==> src/rtl/data_mem_arb_pkg.sv <==
// data_mem_arb_pkg: shared types and widths for the data memory arbiter.
// Rev 1.0
`default_nettype none

package data_mem_arb_pkg;

  localparam int ADDR_W = 8;
  localparam int DATA_W = 8;

  typedef enum logic [1:0] {
    IDLE = 2'd0,
    OWN0 = 2'd1,
    OWN1 = 2'd2
  } owner_e;

  typedef logic port_idx_t;

endpackage

`default_nettype wire

==> src/rtl/data_mem_arb_pick.sv <==
// data_mem_arb_pick: combinational one-hot winner selection; DATA_MEM_ARB_RR_EN enables round-robin.
// Rev 1.0
`default_nettype none

module data_mem_arb_pick
  import data_mem_arb_pkg::*;
(
  input  logic       req0,
  input  logic       req1,
  input  owner_e     owner,
  input  port_idx_t  last_grant,
  output logic [1:0] gnt
);

`ifndef DATA_MEM_ARB_RR_EN
  logic unused_last_grant;
  assign unused_last_grant = last_grant;
`endif

  always_comb begin
    gnt = 2'b00;
    case (owner)
      // The owning port always wins; the other port may use an idle owner cycle.
      OWN0: begin
        if (req0)      gnt = 2'b01;
        else if (req1) gnt = 2'b10;
      end
      OWN1: begin
        if (req1)      gnt = 2'b10;
        else if (req0) gnt = 2'b01;
      end
      default: begin
        if (req0 && req1) begin
`ifdef DATA_MEM_ARB_RR_EN
          gnt = last_grant ? 2'b01 : 2'b10;
`else
          gnt = 2'b01;
`endif
        end else if (req0) begin
          gnt = 2'b01;
        end else if (req1) begin
          gnt = 2'b10;
        end
      end
    endcase
  end

endmodule

`default_nettype wire

==> src/rtl/data_mem_arbiter.sv <==
// data_mem_arbiter: two-port arbiter with bus locking in front of a 256x8 data memory.
// Rev 1.0 -- DATA_MEM_ARB_RR_EN selects round-robin instead of fixed port-0 priority.
`default_nettype none

module data_mem_arbiter
  import data_mem_arb_pkg::*;
#(
  parameter int LOCK_MAX = 4
) (
  input  logic              CLK,
  input  logic              Reset,
  input  logic              Req0,
  input  logic              Req1,
  input  logic              We0,
  input  logic              We1,
  input  logic              Lock0,
  input  logic              Lock1,
  input  logic [ADDR_W-1:0] Addr0,
  input  logic [ADDR_W-1:0] Addr1,
  input  logic [DATA_W-1:0] Wdata0,
  input  logic [DATA_W-1:0] Wdata1,
  output logic              Gnt0,
  output logic              Gnt1,
  output logic              Rvalid0,
  output logic              Rvalid1,
  output logic [DATA_W-1:0] Rdata0,
  output logic [DATA_W-1:0] Rdata1,
  output logic [ADDR_W-1:0] DataAddress,
  output logic              ReadMem,
  output logic              WriteMem,
  output logic [DATA_W-1:0] DataIn,
  input  logic [DATA_W-1:0] DataOut,
  output logic [1:0]        Owner
);

  localparam int CNT_W = $clog2(LOCK_MAX + 1);

  owner_e           owner;
  logic [CNT_W-1:0] lock_cnt;
  port_idx_t        last_grant;
  logic [1:0]       pick_gnt;
  logic [1:0]       gnt;
  logic             rvalid0_q;
  logic             rvalid1_q;
  logic             rd0;
  logic             rd1;
  int               cnt_next;
  logic             lock_hit;

  data_mem_arb_pick u_pick (
    .req0       (Req0),
    .req1       (Req1),
    .owner      (owner),
    .last_grant (last_grant),
    .gnt        (pick_gnt)
  );

  assign gnt      = Reset ? 2'b00 : pick_gnt;
  assign Gnt0     = gnt[0];
  assign Gnt1     = gnt[1];
  assign rd0      = gnt[0] & ~We0;
  assign rd1      = gnt[1] & ~We1;
  assign Owner    = owner;
  assign cnt_next = int'(lock_cnt) + 1;
  assign lock_hit = cnt_next >= LOCK_MAX;

  always_comb begin
    DataAddress = '0;
    DataIn      = '0;
    ReadMem     = 1'b0;
    WriteMem    = 1'b0;
    if (gnt[0]) begin
      DataAddress = Addr0;
      DataIn      = Wdata0;
      ReadMem     = ~We0;
      WriteMem    = We0;
    end else if (gnt[1]) begin
      DataAddress = Addr1;
      DataIn      = Wdata1;
      ReadMem     = ~We1;
      WriteMem    = We1;
    end
  end

  always_ff @(posedge CLK) begin
    if (Reset) begin
      owner      <= IDLE;
      lock_cnt   <= '0;
      last_grant <= 1'b1;
    end else begin
      if (|gnt) last_grant <= gnt[1];
      case (owner)
        IDLE: begin
          lock_cnt <= '0;
          if (gnt[0] && Lock0)      owner <= OWN0;
          else if (gnt[1] && Lock1) owner <= OWN1;
        end
        OWN0: begin
          if (gnt[0] && Lock0 && !lock_hit) begin
            lock_cnt <= CNT_W'(cnt_next);
          end else begin
            owner    <= IDLE;
            lock_cnt <= '0;
          end
        end
        OWN1: begin
          if (gnt[1] && Lock1 && !lock_hit) begin
            lock_cnt <= CNT_W'(cnt_next);
          end else begin
            owner    <= IDLE;
            lock_cnt <= '0;
          end
        end
        default: begin
          owner    <= IDLE;
          lock_cnt <= '0;
        end
      endcase
    end
  end

  always_ff @(posedge CLK) begin
    if (Reset) begin
      rvalid0_q <= 1'b0;
      rvalid1_q <= 1'b0;
      Rdata0    <= '0;
      Rdata1    <= '0;
    end else begin
      rvalid0_q <= rd0;
      rvalid1_q <= rd1;
      if (rd0) Rdata0 <= DataOut;
      if (rd1) Rdata1 <= DataOut;
    end
  end

  // A read still in flight when reset arrives must not report valid data.
  assign Rvalid0 = rvalid0_q & ~Reset;
  assign Rvalid1 = rvalid1_q & ~Reset;

endmodule

`default_nettype wire

==> config.mk <==
export PLATFORM = sky130hd
export DESIGN_NAME = data_mem_arbiter
export DESIGN_NICKNAME = d
export VERILOG_FILES = /design/src/rtl/data_mem_arb_pkg.sv /design/src/rtl/data_mem_arb_pick.sv /design/src/rtl/data_mem_arbiter.sv
export SDC_FILE = /design/constraint.sdc
export NUM_CORES = 1
export LEC_CHECK = 0
export ABC_AREA = 1
export BUFFER_PORTS_ARGS = -buffer_cell sky130_fd_sc_hd__buf_2
export CAP_MARGIN = 20
export CORE_MARGIN = 4
export CORE_UTILIZATION = 46
export CTS_BUF_LIST = sky130_fd_sc_hd__clkbuf_8
export CTS_CLUSTER_DIAMETER = 200
export CTS_CLUSTER_SIZE = 30
export DETAILED_ROUTE_END_ITERATION = 8
export GPL_ROUTABILITY_DRIVEN = 0
export PLACE_DENSITY = 0.95
export RECOVER_POWER = 25
export SYNTH_ARGS = -nofsm -noshare
export SYNTH_HDL_FRONTEND = slang
export SYNTH_SLANG_ARGS = --single-unit
==> constraint.sdc <==
create_clock -name CLK -period 2.7 [get_ports CLK]
set_clock_uncertainty 0.05 [all_clocks]
set_input_delay 0.54 -clock CLK [delete_from_list [all_inputs] [get_ports CLK]]
set_output_delay 0.54 -clock CLK [all_outputs]
set_load 0.02 [all_outputs]
==> impl_metrics.env, run 1 <==
export IMPL_drive_gt1_share_pct=39.0
export IMPL_hpwlAfterDp_mm=2.85
export IMPL_clk_pin_slew_ps=70
export IMPL_min_path_type="reg2reg"
export IMPL_cts_tree="done"
export IMPL_synth_main_ff_cell="dfxtp_1"
export IMPL_drt_pass1_iter_count=6
export IMPL_fin_setup_tns_ps=0
export IMPL_drt_iter0_drc=66
export IMPL_min_path_cells=1
export IMPL_synth_seq_cells=23
export IMPL_insertion_delay_ps=260
export IMPL_final_cell_mix="buf_2, nand2_1, o21ai_0"
export IMPL_synth_edff_count=0
export IMPL_cts_buffer_depth=2
export IMPL_nNetsFinal=320
export IMPL_finalMaxSlewViolations=0
export IMPL_io_buffers=87
export IMPL_vdd_drop_max_mv=0.571
export IMPL_grt_pass1_vias=1306
export IMPL_synthCells=179
export IMPL_syn_area_sq_um=1270
export IMPL_h_tree_depth=1
export IMPL_vias_per_cell=4.80
export IMPL_timing_final_crit_share_pct=93.0
export IMPL_grt_max_degree=20
export IMPL_layout_commonest_cell="buf_2"
export IMPL_syn_nets=231
export IMPL_worstPathRequired_ps=2110
export IMPL_worst_path_max_fanout=18
export IMPL_diodes=0
export IMPL_numCtsBuffers=3
export IMPL_post_cts_resized=0
export IMPL_grt_pass1_wl_mm=5.09
export IMPL_fmax_ghz=0.398
export IMPL_wl_mm=3.46
export IMPL_cap_violations=0
export IMPL_synthTopCellsByArea="dfxtp_1, nand2_1, o21ai_0, a21oi_2, nand2_2"
export IMPL_ant_nets=0
export IMPL_die_w_um=60.5
export IMPL_fin_ws_ps=189
export IMPL_finalCriticalPeriod_ps=2510
export IMPL_rows=18
export IMPL_avgSynthCellArea_sq_um=7.09
export IMPL_design_die_area_sq_um=3670
export IMPL_track_usage_pct=17.7
export IMPL_endpoint_kind="output pin"
export IMPL_cts_sinks=23
export IMPL_total_leakage_power_nw=0.881
export IMPL_hold_buffers=0
export IMPL_route_detailed_drc=0
export IMPL_core_area_sq_um=2540
export IMPL_yosys_area_top_type="dfxtp_1"
export IMPL_die_h_um=60.5
export IMPL_worstSetupStartpointType="flop"
export IMPL_synth_top_area_share_pct=36.3
export IMPL_arrival_ps=1920
export IMPL_finalSetupViolCount=0
export IMPL_syn_to_final_growth_pct=38.2
export IMPL_r2r_cells=11
export IMPL_synth_cell_types=28
export IMPL_overflow=0
export IMPL_ys_warn_count=0
export IMPL_dpl_worst_slack_ps=450
export IMPL_powerDensity_nw_per_um2=523
export IMPL_wire_per_inst_um=11.6
export IMPL_start_util_pct=49.9
export IMPL_ys_async_sr_fraction_pct=0
export IMPL_rsz0062_at_grt="false"
export IMPL_crit_type="reg2out"
export IMPL_postCtsSetupBuffers=0
export IMPL_antenna_found_initial=0
export IMPL_total_power_mw=0.919
export IMPL_root_buffer="clkbuf_8"
export IMPL_finalHoldViolations=0
export IMPL_status="finished clean"
export IMPL_vias=1425
export IMPL_io_pins=88
export IMPL_fillers=237
export IMPL_seq_area_frac_synth_pct=36.3
flip-flops by register name, indices dropped and copies added (netlist names):
| signal | flops |
|---|---|
| Owner | 2 |
| rvalid0_q | 1 |
| lock_cnt | 3 |
| Rdata1 | 8 |
| rvalid1_q | 1 |
| Rdata0 | 8 |
Yosys cell counts (2+ instances only):
master    n
nand4_1   2
inv_1    10
o21ai_0  24
nand3_1   3
nor2_4    2
nor2_1    2
dfxtp_1  23
nand2_1  69
a21oi_2   8
nand2_4   2
buf_2     3
ha_1      4
a21oi_1   3
nand2_2  10
cells by family (layout without fill, tap and decap cells):
logic type	after synthesis	in the layout	synth area share, %
AND/OR/NAND/NOR	94	94	33.6
AO/OA/AOI/OAI	37	37	17.2
flip-flops	23	23	36.3
buffers and inverters	19	107	7.98
adder cells (fa/ha/maj)	4	4	3.94
other	1	1	0.295
XOR/XNOR	1	1	0.690
power by group:
| group | internal [mW] | leakage, nW | switching, mW |
|---|---|---|---|
| registers | 0.362 | 0.187 | 0.0118 |
| logic | 0.117 | 0.668 | 0.222 |
| clock network | 0.103 | 0.0255 | 0.104 |
critical path: stages, from the launching register on:
cell and delay [ps]:
dfxtp_1 370, inv_1 70, ha_1 340, nand2_1 80
nand2_1 60, nand2_2 90, nand2_4 110, or2_1 240
o21bai_1 120, buf_2 180
metal layers:
metal / track usage, % / part of all wire (%)
met4: 5.57 / 2.2
met2: 35.0 / 48
met5: 0 / 0
met3: 3.19 / 13
met1: 18.6 / 37
final timing paths:
kind	end	from	slack, ps
worst max-delay path	ReadMem	Owner[0]	190
worst min-delay path	lock_cnt[0]	lock_cnt[0]	420
worst max register to register	Rdata1[6]	Owner[0]	790
worst min register to register	lock_cnt[0]	lock_cnt[0]	420
through the flow:
stage	instances	util [%]	instance area [sq um]	hold slack, ps
6_report	297	69.0	1760	418
5_1_grt	297	69.0	1760	442
4_1_cts	297	69.7	1770	419
3_5_place_dp	293	67.9	1730	408
3_3_place_gp	293	67.9	1730	393
2_1_floorplan	179	-	1270	376
area by class of cell:
class                           instances  area (sq um)  area share (%)
Tap cell                               30          37.5            2.14
Multi-Input combinational cell        137           708            40.3
Clock buffer                            3          41.3            2.35
Clock inverter                          1          5.00           0.285
Sequential cell                        23           460            26.2
Inverter                               13          63.8            3.64
Timing Repair Buffer                   90           439            25.0
Note: power is estimated with default switching activity, not from simulation.
==> run 2, diff against run 1 <==
- BUFFER_PORTS_ARGS: -buffer_cell sky130_fd_sc_hd__buf_2 -> -buffer_cell sky130_fd_sc_hd__buf_4
==> impl_metrics.env, run 2 (synthesis gave the netlist of run 1 again) <==
export IMPL_final_cell_mix="buf_4, nand2_1, o21ai_0"
export IMPL_die_h_um=60.5
export IMPL_final_util_pct=75.9
export IMPL_critical_path_top_delay_family="buffers and inverters"
export IMPL_reg_largest_list="Rdata0 (8), Rdata1 (8), lock_cnt (3)"
export IMPL_design_die_area_sq_um=3670
export IMPL_rsz0062_at_grt="false"
export IMPL_track_usage_pct=20.0
export IMPL_numCtsBuffers=3
export IMPL_drt_iter0_drc=67
export IMPL_finalMaxSlewViolations=0
export IMPL_drive_gt1_share_pct=38.7
export IMPL_endpoint_kind="output pin"
export IMPL_h_tree_depth=1
export IMPL_cts_sinks=23
export IMPL_clock_power_share_pct=21.1
export IMPL_drt_pass1_iter_count=4
export IMPL_worst_path_max_fanout=19
export IMPL_overflow=0
export IMPL_grt_pass1_wl_mm=5.68
export IMPL_dp_cells=292
export IMPL_powerDensity_nw_per_um2=498
export IMPL_path_cells="inv_1 -> ha_1 -> nand3_1 -> nand2_4 -> inv_6 -> nand2_1 -> o21ai_0 -> buf_4"
export IMPL_cts_tree="done"
export IMPL_antenna_found_initial=0
export IMPL_cts_buffer_depth=2
export IMPL_grtUsageMet2_pct=37.5
export IMPL_start_util_pct=49.9
export IMPL_grtUsageMet3_pct=7.66
export IMPL_ant_nets=0
export IMPL_root_buffer="clkbuf_8"
export IMPL_diodes=0
export IMPL_nNetsFinal=319
export IMPL_postLayoutCellArea_sq_um=1930
export IMPL_route_detailed_drc=0
export IMPL_fillers=210
export IMPL_worstPathRequired_ps=2110
export IMPL_die_w_um=60.5
export IMPL_crit_slowest_cell="dfxtp_1"
export IMPL_wl_mm=3.75
export IMPL_total_leakage_power_nw=0.920
export IMPL_fmax_ghz=0.396
export IMPL_sequentialPowerShare_pct=38.9
export IMPL_clk_pin_slew_ps=70
export IMPL_cap_violations=0
export IMPL_fin_cells=296
export IMPL_status="finished clean"
export IMPL_grt_pass1_vias=1346
export IMPL_p_switching_mw=0.340
export IMPL_grt_max_degree=20
export IMPL_hpwlAfterDp_mm=3.07
export IMPL_fin_setup_tns_ps=0
export IMPL_finalHoldViolations=0
export IMPL_vias=1450
export IMPL_path_buf_inv=3
export IMPL_syn_to_final_growth_pct=52.0
export IMPL_insertion_delay_ps=250
export IMPL_finalCriticalPeriod_ps=2520
export IMPL_wire_per_inst_um=12.7
export IMPL_io_buffers=87
export IMPL_worstSetupStartpointType="flop"
export IMPL_timing_final_crit_share_pct=93.4
export IMPL_p_comb_share_pct=40.0
export IMPL_use_met1_pct=21.4
export IMPL_vias_per_cell=4.90
export IMPL_finalSetupViolCount=0
export IMPL_place_area_sq_um=1940
export IMPL_p_int_mw=0.622
export IMPL_rows=18
export IMPL_total_power_mw=0.962
export IMPL_layout_commonest_cell="buf_4"
export IMPL_crit_type="reg2out"
export IMPL_hold_buffers=0
export IMPL_max_stage_delay_ps=370
export IMPL_swShare_pct=35.3
export IMPL_min_path_type="reg2reg"
export IMPL_busiest_layer="met2"
export IMPL_vdd_drop_max_mv=0.428
export IMPL_core_area_sq_um=2540
export IMPL_arrival_ps=1930
export IMPL_io_pins=88
-- run 2: timing repair --
action / 4_1_cts / 5_1_grt
gates resized for setup: 0 / 1
setup endpoints to repair: 0 / 1
buffers inserted: 0 / 0
-- run 2: layout make-up --
cell class / instances / area [sq um] / share of cell area [%]
Multi-Input combinational cell: 137 / 708 / 36.7
Clock buffer: 3 / 41.3 / 2.14
Tap cell: 30 / 37.5 / 1.94
Sequential cell: 23 / 460 / 23.8
Timing Repair Buffer: 89 / 612 / 31.7
Clock inverter: 1 / 5.00 / 0.259
Inverter: 13 / 66.3 / 3.43
-- run 2: power by group through the flow --
stage	sequential (mW)	combinational [mW]	clock (mW)
floorplan	0.405	0.202	0
global placement	0.382	0.391	0
global route	0.379	0.419	0.225
finish	0.374	0.385	0.203
detailed placement	0.382	0.396	0
CTS	0.375	0.396	0.211
-- run 2: stage by stage --
| step | setup slack (ps) | hold slack (ps) |
|---|---|---|
| 3_5_place_dp | 434 | 401 |
| 5_1_grt | 24.2 | 436 |
| 4_1_cts | 143 | 412 |
| 2_1_floorplan | 217 | 376 |
| 3_3_place_gp | 479 | 392 |
| 6_report | 177 | 412 |
-- run 2: path summary, 6_finish.rpt --
check / start / end / slack [ps] / depth (start not counted)
worst max-delay path: Owner[0] / DataAddress[5] / 180 / 8
worst min-delay path: lock_cnt[0] / lock_cnt[0] / 410 / 1
worst max register to register: Owner[0] / Rdata1[6] / 790 / 11
worst min register to register: lock_cnt[0] / lock_cnt[0] / 410 / 1
-- run 2: metal layers --
layer  vias up  routed length (um)  part of all wire, %
met5         -                   0                    0
met3         4                 544                   14
met2        64                1820                   48
li1        745                   -                    -
met4         0                  24                 0.64
met1       637                1370                   36
